File: config.mk
export PLATFORM = sky130hd
export DESIGN_NAME = sec_inicio_rtc_flat
export DESIGN_NICKNAME = d
export VERILOG_FILES = /design/src/rtl/sec_inicio_rtc_if.sv /design/src/rtl/sec_inicio_rtc.sv /design/src/flat_wrapper.sv
export SDC_FILE = /design/constraint.sdc
export NUM_CORES = 1
export LEC_CHECK = 0
export CORE_ASPECT_RATIO = 0.7
export CORE_MARGIN = 3
export CORE_UTILIZATION = 49
export DETAILED_ROUTE_END_ITERATION = 8
export PLACE_DENSITY = 0.75
export RECOVER_POWER = 25
export SETUP_SLACK_MARGIN = 0.4
export SLEW_MARGIN = 10
export SYNTH_ARGS = -nofsm -noshare
export SYNTH_HDL_FRONTEND = slang
export SYNTH_SLANG_ARGS = --single-unit
File: constraint.sdc
create_clock -name i_clk -period 2.1 [get_ports i_clk]
set_clock_uncertainty 0.1 [all_clocks]
set_input_delay 0.315 -clock i_clk [delete_from_list [all_inputs] [get_ports i_clk]]
set_output_delay 0.315 -clock i_clk [all_outputs]
set_load 0.01 [all_outputs]
File: src/rtl/sec_inicio_rtc_if.sv
// Write-side bus between the RTC init sequencer and the bus writer:
// one address/data pair qualified by a req/ack handshake.
interface sec_inicio_rtc_if #(
    parameter int DATA_W = 8
);
    logic              wr_req;
    logic              wr_ack;
    logic [DATA_W-1:0] dir;
    logic [DATA_W-1:0] dat;

    modport master (output wr_req, dir, dat, input wr_ack);
    modport slave  (input wr_req, dir, dat, output wr_ack);
endinterface

File: src/rtl/sec_inicio_rtc.sv
// RTC start-up sequencer: walks a table of address/data pairs, issuing each
// as a req/ack write with a gap cycle between writes, a timeout and an abort.
module sec_inicio_rtc #(
    parameter int                          DATA_W    = 8,
    parameter int                          N_PASOS   = 4,
    parameter logic [N_PASOS*DATA_W-1:0]   TABLA_DIR = {8'h10, 8'h10, 8'h02, 8'h02},
    parameter logic [N_PASOS*DATA_W-1:0]   TABLA_DAT = {8'h00, 8'hD2, 8'h00, 8'h10},
    parameter int                          TIMEOUT   = 255,
    localparam int                         CW        = (N_PASOS > 1) ? $clog2(N_PASOS) : 1
) (
    input  logic                    i_clk,
    input  logic                    i_reset,
    input  logic                    i_en,
    input  logic                    i_start,
    sec_inicio_rtc_if.master        bus,
    output logic [CW-1:0]           o_cuenta,
    output logic                    o_ocupado,
    output logic                    o_fin,
    output logic                    o_error
);
    localparam int              TW     = (TIMEOUT > 1) ? $clog2(TIMEOUT) : 1;
    localparam logic [CW-1:0]   ULTIMO = CW'(N_PASOS - 1);
    localparam logic [TW-1:0]   T_LIM  = TW'((TIMEOUT > 0) ? (TIMEOUT - 1) : 0);

    typedef enum logic [2:0] {
        S_IDLE   = 3'd0,
        S_EMITIR = 3'd1,
        S_PAUSA  = 3'd2,
        S_FIN    = 3'd3,
        S_ERROR  = 3'd4
    } estado_t;

    estado_t            r_estado;
    estado_t            w_estado;
    logic               r_wr_req, w_wr_req;
    logic [DATA_W-1:0]  r_dir, w_dir;
    logic [DATA_W-1:0]  r_dat, w_dat;
    logic [CW-1:0]      r_cuenta, w_cuenta;
    logic               r_ocupado, w_ocupado;
    logic               r_fin, w_fin;
    logic               r_error, w_error;
    logic [TW-1:0]      r_timer, w_timer;
    logic               w_expira;
    logic               w_ultimo;

    function automatic logic [DATA_W-1:0] fila(input logic [N_PASOS*DATA_W-1:0] tabla,
                                               input logic [CW-1:0] idx);
        return tabla[int'(idx)*DATA_W +: DATA_W];
    endfunction

    assign w_expira = (TIMEOUT != 0) && (r_timer == T_LIM);
    assign w_ultimo = (r_cuenta == ULTIMO);

    // State and output registers
    always_ff @(posedge i_clk) begin
        if (i_reset) begin
            r_estado  <= S_IDLE;
            r_wr_req  <= 1'b0;
            r_dir     <= '0;
            r_dat     <= '0;
            r_cuenta  <= '0;
            r_ocupado <= 1'b0;
            r_fin     <= 1'b0;
            r_error   <= 1'b0;
            r_timer   <= '0;
        end else begin
            r_estado  <= w_estado;
            r_wr_req  <= w_wr_req;
            r_dir     <= w_dir;
            r_dat     <= w_dat;
            r_cuenta  <= w_cuenta;
            r_ocupado <= w_ocupado;
            r_fin     <= w_fin;
            r_error   <= w_error;
            r_timer   <= w_timer;
        end
    end

    // Next-state logic; dropping enable overrides everything
    always_comb begin
        w_estado = r_estado;
        if (!i_en) begin
            w_estado = S_IDLE;
        end else begin
            case (r_estado)
                S_IDLE, S_ERROR: begin
                    if (i_start) begin
                        w_estado = S_EMITIR;
                    end else begin
                        w_estado = r_estado;
                    end
                end
                S_EMITIR: begin
                    if (bus.wr_ack) begin
                        w_estado = w_ultimo ? S_FIN : S_PAUSA;
                    end else if (w_expira) begin
                        w_estado = S_ERROR;
                    end else begin
                        w_estado = S_EMITIR;
                    end
                end
                S_PAUSA: w_estado = S_EMITIR;
                S_FIN:   w_estado = S_IDLE;
                default: w_estado = S_IDLE;
            endcase
        end
    end

    // Next values of the registered outputs; an ack in the expiry cycle wins
    always_comb begin
        w_wr_req  = r_wr_req;
        w_dir     = r_dir;
        w_dat     = r_dat;
        w_cuenta  = r_cuenta;
        w_ocupado = r_ocupado;
        w_fin     = 1'b0;
        w_error   = r_error;
        w_timer   = r_timer;
        if (!i_en) begin
            w_wr_req  = 1'b0;
            w_dir     = '0;
            w_dat     = '0;
            w_ocupado = 1'b0;
        end else begin
            case (r_estado)
                S_IDLE, S_ERROR: begin
                    if (i_start) begin
                        w_cuenta  = '0;
                        w_dir     = fila(TABLA_DIR, '0);
                        w_dat     = fila(TABLA_DAT, '0);
                        w_wr_req  = 1'b1;
                        w_ocupado = 1'b1;
                        w_timer   = '0;
                        w_error   = (r_estado == S_ERROR) ? 1'b0 : r_error;
                    end else begin
                        w_wr_req  = 1'b0;
                    end
                end
                S_EMITIR: begin
                    w_timer = r_timer + TW'(1);
                    if (bus.wr_ack) begin
                        w_wr_req = 1'b0;
                        w_dir    = '0;
                        w_dat    = '0;
                        if (w_ultimo) begin
                            w_fin = 1'b1;
                        end else begin
                            w_cuenta = r_cuenta + CW'(1);
                        end
                    end else if (w_expira) begin
                        w_wr_req  = 1'b0;
                        w_dir     = '0;
                        w_dat     = '0;
                        w_error   = 1'b1;
                        w_ocupado = 1'b0;
                    end else begin
                        w_wr_req  = 1'b1;
                    end
                end
                S_PAUSA: begin
                    w_dir    = fila(TABLA_DIR, r_cuenta);
                    w_dat    = fila(TABLA_DAT, r_cuenta);
                    w_wr_req = 1'b1;
                    w_timer  = '0;
                end
                S_FIN: begin
                    w_ocupado = 1'b0;
                end
                default: begin
                    w_wr_req  = 1'b0;
                    w_ocupado = 1'b0;
                end
            endcase
        end
    end

    assign bus.wr_req = r_wr_req;
    assign bus.dir    = r_dir;
    assign bus.dat    = r_dat;
    assign o_cuenta   = r_cuenta;
    assign o_ocupado  = r_ocupado;
    assign o_fin      = r_fin;
    assign o_error    = r_error;
endmodule

File: src/flat_wrapper.sv
// flat-port wrapper written by rule: the top's interface ports become plain ports
module sec_inicio_rtc_flat 
#(
    parameter int                          DATA_W    = 8,
    parameter int                          N_PASOS   = 4,
    parameter logic [N_PASOS*DATA_W-1:0]   TABLA_DIR = {8'h10, 8'h10, 8'h02, 8'h02},
    parameter logic [N_PASOS*DATA_W-1:0]   TABLA_DAT = {8'h00, 8'hD2, 8'h00, 8'h10},
    parameter int                          TIMEOUT   = 255,
    localparam int                         CW        = (N_PASOS > 1) ? $clog2(N_PASOS) : 1
)
  (i_clk, i_reset, i_en, i_start, o_cuenta, o_ocupado, o_fin, o_error, bus_wr_req, bus_dir, bus_dat, bus_wr_ack);
  sec_inicio_rtc_if #(.DATA_W(DATA_W)) bus_i ();
  input  logic i_clk;
  input  logic i_reset;
  input  logic i_en;
  input  logic i_start;
  output logic [CW-1:0] o_cuenta;
  output logic o_ocupado;
  output logic o_fin;
  output logic o_error;
  output wire logic [$bits(bus_i.wr_req)-1:0] bus_wr_req;
  output wire logic [$bits(bus_i.dir)-1:0] bus_dir;
  output wire logic [$bits(bus_i.dat)-1:0] bus_dat;
  input wire logic [$bits(bus_i.wr_ack)-1:0] bus_wr_ack;
  assign bus_wr_req = bus_i.wr_req;
  assign bus_dir = bus_i.dir;
  assign bus_dat = bus_i.dat;
  assign bus_i.wr_ack = bus_wr_ack;
  sec_inicio_rtc #(.DATA_W(DATA_W), .N_PASOS(N_PASOS), .TABLA_DIR(TABLA_DIR), .TABLA_DAT(TABLA_DAT), .TIMEOUT(TIMEOUT)) u_core (.i_clk(i_clk), .i_reset(i_reset), .i_en(i_en), .i_start(i_start), .bus(bus_i), .o_cuenta(o_cuenta), .o_ocupado(o_ocupado), .o_fin(o_fin), .o_error(o_error));
endmodule
Word level (Yosys, flattened, before mapping):

Index checks and enable logic that the tools add are counted.
W data, S select, Z words.

* register bits: 33
* input bits: 5
* output and inout port bits: 22

* add/sub/neg operators: 2
* equal/unequal tests: 13
* shifts and indexed selects: 2
* muxes and demuxes: 31
* bitwise operators: 4
* reductions and logical operators: 11

Operators by type and width (number)
* $pmux W8 S3: 3
* $shiftx A32 B6 Y8 const A: 2
* $mux W8: 5
* $mux W1: 12
* $mux W3: 3
* $pmux W3 S3: 1
* $add A8 B1 Y8 const B: 1
* $eq A8 B8 Y1 const B: 1
* $ne A2 B2 Y1 const B: 4
* $eq A3 B2 Y1 const B: 2
* $mux W2: 3
* $reduce_and A3 Y1: 2
* $reduce_and A6 Y1: 1
* $reduce_and A5 Y1: 1
* $ne A2 B1 Y1 const B: 2
* $not A1 Y1: 4
* $pmux W1 S4: 1
* $pmux W2 S2: 1
* $reduce_and A4 Y1: 1
* $reduce_or A2 Y1: 2
* $reduce_or A4 Y1: 1
* $eq A3 B1 Y1 const B: 1
* $eq A3 B3 Y1 const B: 1
* $logic_not A3 Y1: 1
* other kinds (7): 7

Logic depth before layout (Yosys ltp):

Gate-level depths: netlist (run 1).

* depth in word-level cells: 4
* mapped depth: 6
* depth with buffers taken out: 6

Least setup slack after synthesis (run 1):

No wires, ideal clock.

* path kind: register to register
* start: register u_core.r_estado[2]
* end: register u_core.r_dat[6], in the netlist u_core.bus.dat[6]
* setup time: 0.070 ns
* arrival: 1.491 ns
* data required time: 1.930 ns
* path slack: 0.439 ns
* stages on the path, launching flop included: 7
* path buffers: 2
* path through: dfxtp_1 > buf_6 > or3b_1 > buf_6 > a311oi_4 > o21ai_1 > a21oi_1

* cells in the longest elaborated chain, start to end: 4
* elaborated cells between the ends (all ways): 10

RTL lines
* start: declaration: line sec_inicio_rtc.sv:33 `estado_t r_estado;`
* start signal: assignment: line sec_inicio_rtc.sv:67 `r_estado <= w_estado;`
* $eq A3 B3 Y1 or $logic_not A3 Y1 (tied branches): line sec_inicio_rtc.sv:125 `case (r_estado)`
* $reduce_or A2 Y1: line sec_inicio_rtc.sv:125
* $ne A2 B2 Y1 (no source line) or $reduce_bool A3 Y1 (tied branches)
* $reduce_and A3 Y1 (no source line)
* end signal: assignment: line sec_inicio_rtc.sv:70 `r_dat <= w_dat;`
* end: declaration: line sec_inicio_rtc.sv:37 `logic [DATA_W-1:0] r_dat, w_dat;`

Several ways; a longest one is shown, not always the timed one.
A chain may end at the register's enable or synchronous reset.

Worst setup path after layout (run 1):

* start: register u_core.r_estado[1]
* end: register u_core.r_timer[5]

* cells in the longest elaborated chain, start to end: 4
* elaborated cells between the ends (all ways): 9

RTL lines
* $eq A3 B3 Y1 or $logic_not A3 Y1 (tied branches): line sec_inicio_rtc.sv:125
* $reduce_or A2 Y1: line sec_inicio_rtc.sv:125
* $ne A2 B2 Y1 (no source line) or $reduce_bool A3 Y1 (tied branches)
* $reduce_and A3 Y1 (no source line)
* end signal: assignment: line sec_inicio_rtc.sv:75 `r_timer <= w_timer;`
* end: declaration: line sec_inicio_rtc.sv:42 `logic [TW-1:0] r_timer, w_timer;`

Several ways; a longest one is shown, not always the timed one.

==> impl_metrics.ini, run 1 <==
[run_status]
status = complete, no violations

[placed_design]
place.gp.congestion = 0.825
hpwl_um = 2030
io_buffers = 16

[sta]
max-slew-margin-rel = 0.653
rsz0062_at_grt = yes
fmax_mhz = 551
final-setup-viol-count = 0
post-route-period-util = 0.864
fin_crit_ps = 1810
slew_viol_final = 0
hold_violations = 0
setup_tns_ps = 0
hold-worst-slack_ps = 381
tightestPinTransition_ps = 520

[logic_synthesis]
synth_top_area_share = 0.353
netlist_area_um2 = 1190
synth-adder-area-share = 0.0420
synthCells = 143
syn_area_per_cell_um2 = 8.33
yosys.area_share.simple = 0.252
muxShareOfSynthArea = 0
synth-xor-area-share = 0.00735
yosys_warnings = 0
synth_top_family_by_area = simple AND/OR/NAND/NOR gates
synth_top_area_cell = dfxtp_1
netlist_top_cells_area = dfxtp_1 35%, buf_4 7.6%, a21oi_1 6.7%
yosysMostFrequentCell = dfxtp_1
ys.flop_type = dfxtp_1
yosysUniqueCellTypes = 38
async_flop_share = 0
yosys-top-cells-count = 21 x dfxtp_1, 16 x a21oi_1, 12 x buf_4, 8 x nand2_1, 7 x nor2_1
synth_compound_area_frac = 0.211
synth_seq_cells = 21
synth_edf_count = 0
synth-seq-area-share = 0.353

[clock_network]
htreeDepth = 1
clk_path_buf_depth = 2
worstSkewPairLatency_ps = 310
numCtsBuffers = 3
clock-sinks = 21
hold_buffers = 0
cts_tree = yes
clk_pin_slew_worst_paths_ps = 120
root_buffer = clkbuf_4

[route]
vias = 1127
viasPerCell = 5.47
drt-pass1-iter-count = 4
antenna_left = 0
wl_per_cell_um = 14.1
wirelength_um = 2900
drc = 0
drt_iter0_drc = 61

[power]
p_leak_nw = 0.596
peakVddDrop_uv = 404
combPwrFrac = 0.181
clockPowerShare = 0.269
p_int_w = 0.000544
pwr-share-seq = 0.550
switching_power_w = 0.000204
power_density_nw_per_um2 = 485
swShare = 0.273

[layout]
syn_to_final_growth_pct = 29.6
seq_area_um2 = 432
diodes = 0
multi_input_area_um2 = 693
fillCellCount = 193
layout.nets = 184
drive_above_1_share = 0.213

[grt]
grt_pass1_vias = 915
grt_max_degree = 12
antenna_found_initial = 0
grt.total_usage = 0.186
gr-total-overflow = 0
grt_pass1_wl_um = 4330

[floorplanning]
rows = 14
initial_core_util = 0.535
die_h_um = 47.3
io-pin-count = 27
die_x_um = 64.9
die_area_um2 = 3070
core-area_um2 = 2220

[setup_path]
end_kind = register
critPathArrivalTime_ps = 1960
worst-r2r-cell-count = 4
worstSetupStartpointType = register
cp-endpoint = u_core.r_timer[5]
rrSetupSlack_ps = 290
worstPathRequired_ps = 2250
r2r-start = u_core.r_estado[1]
crit_path_start = u_core.r_estado[1]
critPathMaxFanout = 7
worstReg2RegEnd = u_core.r_timer[5]
crit_type = register to register

[hold_path]
hold_path.class = input pin to register

[run]
maxCapViolCount = 0
## repair_timing
action                     CTS  global route
setup endpoints to repair   14            14
buffers inserted             2             9
hold endpoints to repair     0             0
pin swaps                    2            15
resized for setup           10            15
## how the worst min path moves through the flow
| stage | endpoint | cells after the start | slack [ps] | start |
|---|---|---|---|---|
| final | u_core.r_estado[1] | 3 | 380 | i_en |
| after detailed placement | u_core.bus.dir[4] | 2 | 380 | u_core.bus.dir[4] |
| after floorplan | u_core.r_timer[7] | 2 | 350 | u_core.r_timer[7] |
| after CTS | u_core.o_cuenta[1] | 2 | 390 | u_core.o_cuenta[1] |
| after global routing | u_core.r_estado[1] | 3 | 390 | i_en |
| after global placement | u_core.bus.dat[4] | 2 | 370 | u_core.bus.dat[4] |
## sequential cells by signal (all words and copies together) (netlist names)
register / count
u_core.o_cuenta: 2
u_core.r_estado: 3
u_core.o_ocupado: 1
u_core.o_error: 1
u_core.bus.dir: 2
u_core.o_fin: 1
u_core.bus.dat: 2
u_core.bus.wr_req: 1
u_core.r_timer: 8
## power groups by stage
stage / combinational [W] / sequential, W / clock (W)
2_1_floorplan: 0.0000803 / 0.000422 / 0
3_3_place_gp: 0.000109 / 0.000422 / 0
3_5_place_dp: 0.000111 / 0.000422 / 0
4_1_cts: 0.000121 / 0.000411 / 0.000208
5_1_grt: 0.000148 / 0.000413 / 0.000221
6_report: 0.000136 / 0.000411 / 0.000201
## metrics by stage
stage	utilization	setup WS [ps]	cells	cell area [um2]	total power (W)
2_1_floorplan	-	439	152	1220	0.000503
3_3_place_gp	0.614	130	191	1370	0.000530
3_5_place_dp	0.614	69.4	191	1370	0.000533
4_1_cts	0.646	389	197	1440	0.000739
5_1_grt	0.694	190	206	1540	0.000782
6_report	0.694	286	206	1540	0.000748
## critical path, cell delays in order (launching register included)
cell and delay [ps]:
dfxtp_1 610, xor2_4 190, a22oi_1 180, or4_4 560
a21oi_2 120
## cell usage in the layout (no fill, tap or decap), drive strengths merged, types with 2 or more instances in the layout
| master | n |
|---|---|
| nand3 | 4 |
| ha | 4 |
| nand2b | 5 |
| clkbuf | 5 |
| conb | 10 |
| and3 | 2 |
| nor3 | 4 |
| a22oi | 2 |
| inv | 6 |
| clkdlybuf4s50 | 12 |
| dlymetal6s2s | 2 |
| o31ai | 3 |
| a211oi | 2 |
| nor3b | 3 |
| buf | 20 |
| nand2 | 8 |
| or4 | 3 |
| nor2b | 5 |
| nor2 | 7 |
| dfxtp | 21 |
| o21ai | 8 |
| a21oi | 16 |
| o21a | 2 |
| or3 | 5 |
| nand4 | 2 |
| dlygate4sd3 | 2 |
## cell type report
cell class / instances / area share
flip-flops and latches: 21 / 0.280
well taps: 32 / 0.0259
multi-input cells: 106 / 0.449
repair buffers: 37 / 0.214
clock buffers: 4 / 0.0170
inverters: 6 / 0.0146
## routing by layer
layer | global-route usage | vias to the layer above | share of wire
met1 | 0.273 | 531 | 0.49
met3 | 0.0622 | 2 | 0.078
met5 | 0 | - | 0
li1 | - | 549 | -
met4 | 0.0294 | 0 | 0.0048
met2 | 0.268 | 45 | 0.43
## kinds of logic after synthesis
family | count (synthesis)
simple gates | 52
flops | 21
buf+inv | 25
xor+xnor | 1
other cells | 1
fa+ha+maj | 4
compound gates | 39
(Power assumes the default switching activity.)
==> inputs of run 2 (changes only) <==
--- a/config.mk
+++ b/config.mk
@@ -10,7 +10,6 @@
 export CORE_UTILIZATION = 49
 export DETAILED_ROUTE_END_ITERATION = 8
 export PLACE_DENSITY = 0.75
-export RECOVER_POWER = 25
 export SETUP_SLACK_MARGIN = 0.4
 export SLEW_MARGIN = 10
 export SYNTH_ARGS = -nofsm -noshare
==> impl_metrics.ini, run 2 (synthesized netlist as in run 1, its figures left out) <==
[run_status]
status = complete, no violations

[layout]
diodes = 0
regMostFlops = u_core.r_timer
instances_no_fill = 206
largest_register_ffs = 8
reg_top3 = u_core.r_timer: 8 flops, u_core.r_estado: 3 flops
layout.nets = 184
syn_to_final_growth_pct = 31.6
mostFrequentLayoutCells = 19 x buf_4, 15 x dfxtp_1, 14 x clkdlybuf4s50_1
drive_above_1_share = 0.230
final_common_cell = buf_4

[setup_path]
cpMaxStageDelayCell = or4_4
critPathMaxFanout = 6
crit_buf_inv = 1
worstSetupStartpointType = register
crit_type = register to register
path_delay_family = simple AND/OR/NAND/NOR gates
critPathArrivalTime_ps = 1810
worstPathRequired_ps = 2250
end_kind = register
max_stage_delay_ps = 540
path_cells = buf_8 > nor3b_4 > a22oi_2 > or4_4 > a21oi_2

[clock_network]
root_buffer = clkbuf_4
htreeDepth = 1
worstSkewPairLatency_ps = 300
hold_buffers = 0
clk_pin_slew_worst_paths_ps = 120
clk_path_buf_depth = 2
cts_tree = yes
numCtsBuffers = 3
clock-sinks = 21

[route]
drc = 0
antenna_left = 0
drt-pass1-iter-count = 4
wirelength_um = 2890
wl_per_cell_um = 14.0
drt_iter0_drc = 66
viasPerCell = 5.53
vias = 1139

[floorplanning]
rows = 14
die_x_um = 64.9
core-area_um2 = 2220
die_area_um2 = 3070
io-pin-count = 27
die_h_um = 47.3
initial_core_util = 0.535

[sta]
final-setup-viol-count = 0
hold-worst-slack_ps = 384
rsz0062_at_grt = yes
fmax_mhz = 600
post-route-period-util = 0.793
slew_viol_final = 0
setup_tns_ps = 0
hold_violations = 0
fin_crit_ps = 1670

[placed_design]
place.gp.congestion = 0.825
hpwl_um = 2030
io_buffers = 16
dpl.cell_count = 191

[grt]
grt_pass1_vias = 915
grt_pass1_wl_um = 4330
grt.total_usage = 0.186
grt_max_degree = 12
gr-total-overflow = 0
antenna_found_initial = 0

[power]
power_density_nw_per_um2 = 477
power_w = 0.000748
p_leak_nw = 0.595
peakVddDrop_uv = 398

[hold_path]
hold_path.class = input pin to register

[run]
maxCapViolCount = 0
## run 2: layer usage
layer  track usage  wire [um]
met1         0.273       1280
met2         0.268       1260
met3        0.0622        345
met4        0.0294         10
met5             0          0
## run 2: layout make-up
class                   count  area, um2
flip-flops and latches     21        435
inverters                   6       22.5
clock buffers               4       26.3
repair buffers             37        334
multi-input cells         106        709
fillers                   186        657
well taps                  32       40.0
## run 2: worst paths after layout
kind,start,to,slack (ps),cells past startpoint
setup / recovery,u_core.r_estado[0],u_core.r_timer[5],430,5
hold / removal,i_en,u_core.r_estado[1],380,3
setup reg to reg,u_core.r_estado[0],u_core.r_timer[5],430,5
hold reg to reg,u_core.bus.dir[1],u_core.bus.dir[1],390,2
## run 2: through the flow
stage          worst slack [ps]  utilization  cell area [um2]
6_report                    434        0.705             1570
5_1_grt                     374        0.705             1570
4_1_cts                     389        0.646             1440
3_5_place_dp               69.4        0.614             1370
3_3_place_gp                130        0.614             1370
2_1_floorplan               439            -             1220
## run 2: repair_timing
action / 4_1_cts / 5_1_grt
setup buffers: 2 / 9
cloned: 0 / 0
pin swaps: 2 / 15
gates resized for setup: 10 / 15
setup endpoints to repair: 14 / 14
## run 2: power by group
part | switching, W | internal [W]
clock | 0.000124 | 0.0000741
sequential | 0.00000651 | 0.000404
combinational | 0.0000719 | 0.0000673
## run 2: worst reg2reg max path: cells and delay by family (launching register included)
| kind | cells | cell delay [ps] |
|---|---|---|
| DFF | 1 | 380 |
| and+or+nand+nor | 2 | 730 |
| buffers and inverters | 1 | 120 |
| AOI/OAI and AO/OA | 2 | 280 |
==> inputs of run 3 (changes only) <==
--- a/config.mk
+++ b/config.mk
@@ -7,9 +7,9 @@
 export LEC_CHECK = 0
 export CORE_ASPECT_RATIO = 0.7
 export CORE_MARGIN = 3
-export CORE_UTILIZATION = 49
+export CORE_UTILIZATION = 44
 export DETAILED_ROUTE_END_ITERATION = 8
-export PLACE_DENSITY = 0.75
+export PLACE_DENSITY = 0.71
 export SETUP_SLACK_MARGIN = 0.4
 export SLEW_MARGIN = 10
 export SYNTH_ARGS = -nofsm -noshare
==> constraint.sdc (replaced) <==
create_clock -name i_clk -period 1.4 [get_ports i_clk]
set_clock_uncertainty 0.1 [all_clocks]
set_input_delay 0.21 -clock i_clk [delete_from_list [all_inputs] [get_ports i_clk]]
set_output_delay 0.21 -clock i_clk [all_outputs]
set_load 0.01 [all_outputs]
==> impl_metrics.ini, run 3 (synthesized netlist as in run 1, its figures left out) <==
[run_status]
status = finished, violations left
failed_checks = negative setup slack

[sta]
setup_tns_ps = -4420
slew_viol_final = 0
hold_violations = 0
fin_crit_ps = 1760
post-route-period-util = 1.26
rsz0062_at_grt = yes
final-setup-viol-count = 19
setup_ws_ps = -360
fmax_mhz = 568

[placed_design]
dpl.cell_count = 212
io_buffers = 16
hpwl_um = 2220
place.gp.congestion = 0.818
placed_cell_area_um2 = 1580

[layout]
fin_area_um2 = 1910
layout.nets = 207
diodes = 0
mostFrequentLayoutCells = 29 x buf_6, 26 x buf_4, 15 x dfxtp_2
final_common_cell = buf_6
regMostFlops = u_core.r_timer
reg_top3 = u_core.r_timer: 8 flops, u_core.r_estado: 3 flops
largest_register_ffs = 8
fillCellCount = 183
syn_to_final_growth_pct = 60.2
drive_above_1_share = 0.497
instances_no_fill = 231

[clock_network]
hold_buffers = 0
root_buffer = clkbuf_8
clk_path_buf_depth = 2
clock-sinks = 21
htreeDepth = 1
cts_tree = yes
worstSkewPairLatency_ps = 260
numCtsBuffers = 3
clk_pin_slew_worst_paths_ps = 80

[floorplanning]
core-area_um2 = 2510
die_h_um = 49.5
rows = 15
initial_core_util = 0.474
die_x_um = 68.2
die_area_um2 = 3380
io-pin-count = 27

[grt]
grt_pass1_wl_um = 5290
antenna_found_initial = 0
grt_max_degree = 13
grt_pass1_vias = 1140
grt.total_usage = 0.209
gr-total-overflow = 0

[hold_path]
hold_end = u_core.bus.dir[4]
whs_path_depth = 2
hold_path.class = register to register
hold_path.startpoint = u_core.bus.dir[4]

[setup_path]
crit_type = register to register
path_delay_family = simple AND/OR/NAND/NOR gates
crit_cells = 5
worstSetupStartpointType = register
cpMaxStageDelayCell = or4_1
crit_path_start = u_core.r_estado[0]
worst-r2r-cell-count = 5
max_stage_delay_ps = 540
path_cells = buf_6 > nor3b_4 > a22oi_2 > or4_1 > a21oi_1
end_kind = register
worstPathRequired_ps = 1490
rrSetupSlack_ps = -360
r2r-start = u_core.r_estado[0]
critPathArrivalTime_ps = 1850
worstReg2RegEnd = u_core.r_timer[7]
critPathMaxFanout = 6
crit_buf_inv = 1

[run]
maxCapViolCount = 0

[route]
antenna_left = 0
drc = 0
wirelength_um = 3520
viasPerCell = 5.39
wl_per_cell_um = 15.3
vias = 1244
drt-pass1-iter-count = 4
drt_iter0_drc = 56

[power]
power_density_nw_per_um2 = 683
peakVddDrop_uv = 616
power_w = 0.00130
p_leak_nw = 0.777
[run 3: through the flow]
stage	util	hold WS [ps]	worst slack [ps]
after floorplan	-	258	-146
after global placement	0.628	365	-388
after detailed placement	0.628	373	-418
after CTS	0.711	390	-215
after global routing	0.759	416	-441
final	0.759	388	-360
[run 3: worst max-delay path by stage]
stage	slack [ps]	to
5_1_grt	-440	u_core.r_timer[3]
2_1_floorplan	-150	u_core.bus.dat[4]
6_report	-360	u_core.r_timer[7]
3_3_place_gp	-390	u_core.r_timer[7]
4_1_cts	-220	u_core.r_timer[5]
3_5_place_dp	-420	u_core.r_timer[3]
[run 3: what timing repair did]
item                                    CTS  global route
pin swaps                                11            17
setup buffers                             8             7
endpoints found under the setup margin   33            33
cloned                                    0             0
resized for setup                        89            20
hold endpoints to repair                  0             0
[run 3: where the power goes]
group          leakage (nW)  switching [W]  internal [W]
Clock                0.0255       0.000205      0.000199
Combinational         0.573       0.000134      0.000148
Sequential            0.179      0.0000100      0.000607
Total                 0.777       0.000348      0.000954
[run 3: worst min-delay path: stages (launching register included)]
cell and delay, ps:
dfxtp_2 330, o21ai_1 60, a21oi_1 60
[run 3: metal layers]
layer,track usage,routed length [um],up-vias
met3,0.0638,169,8
met4,0.0792,60,0
met2,0.344,1830,40
met1,0.252,1470,600
li1,-,-,596
met5,0,0,-
[run 3: cell type report]
class | instances | area, um2 | area share
clock inverter | 1 | 5.00 | 0.00262
sequential | 21 | 447 | 0.234
tap | 34 | 42.5 | 0.0223
inverter | 6 | 22.5 | 0.0118
multi-input combinational | 106 | 774 | 0.406
timing repair buffer | 60 | 576 | 0.302
clock buffer | 3 | 41.3 | 0.0216
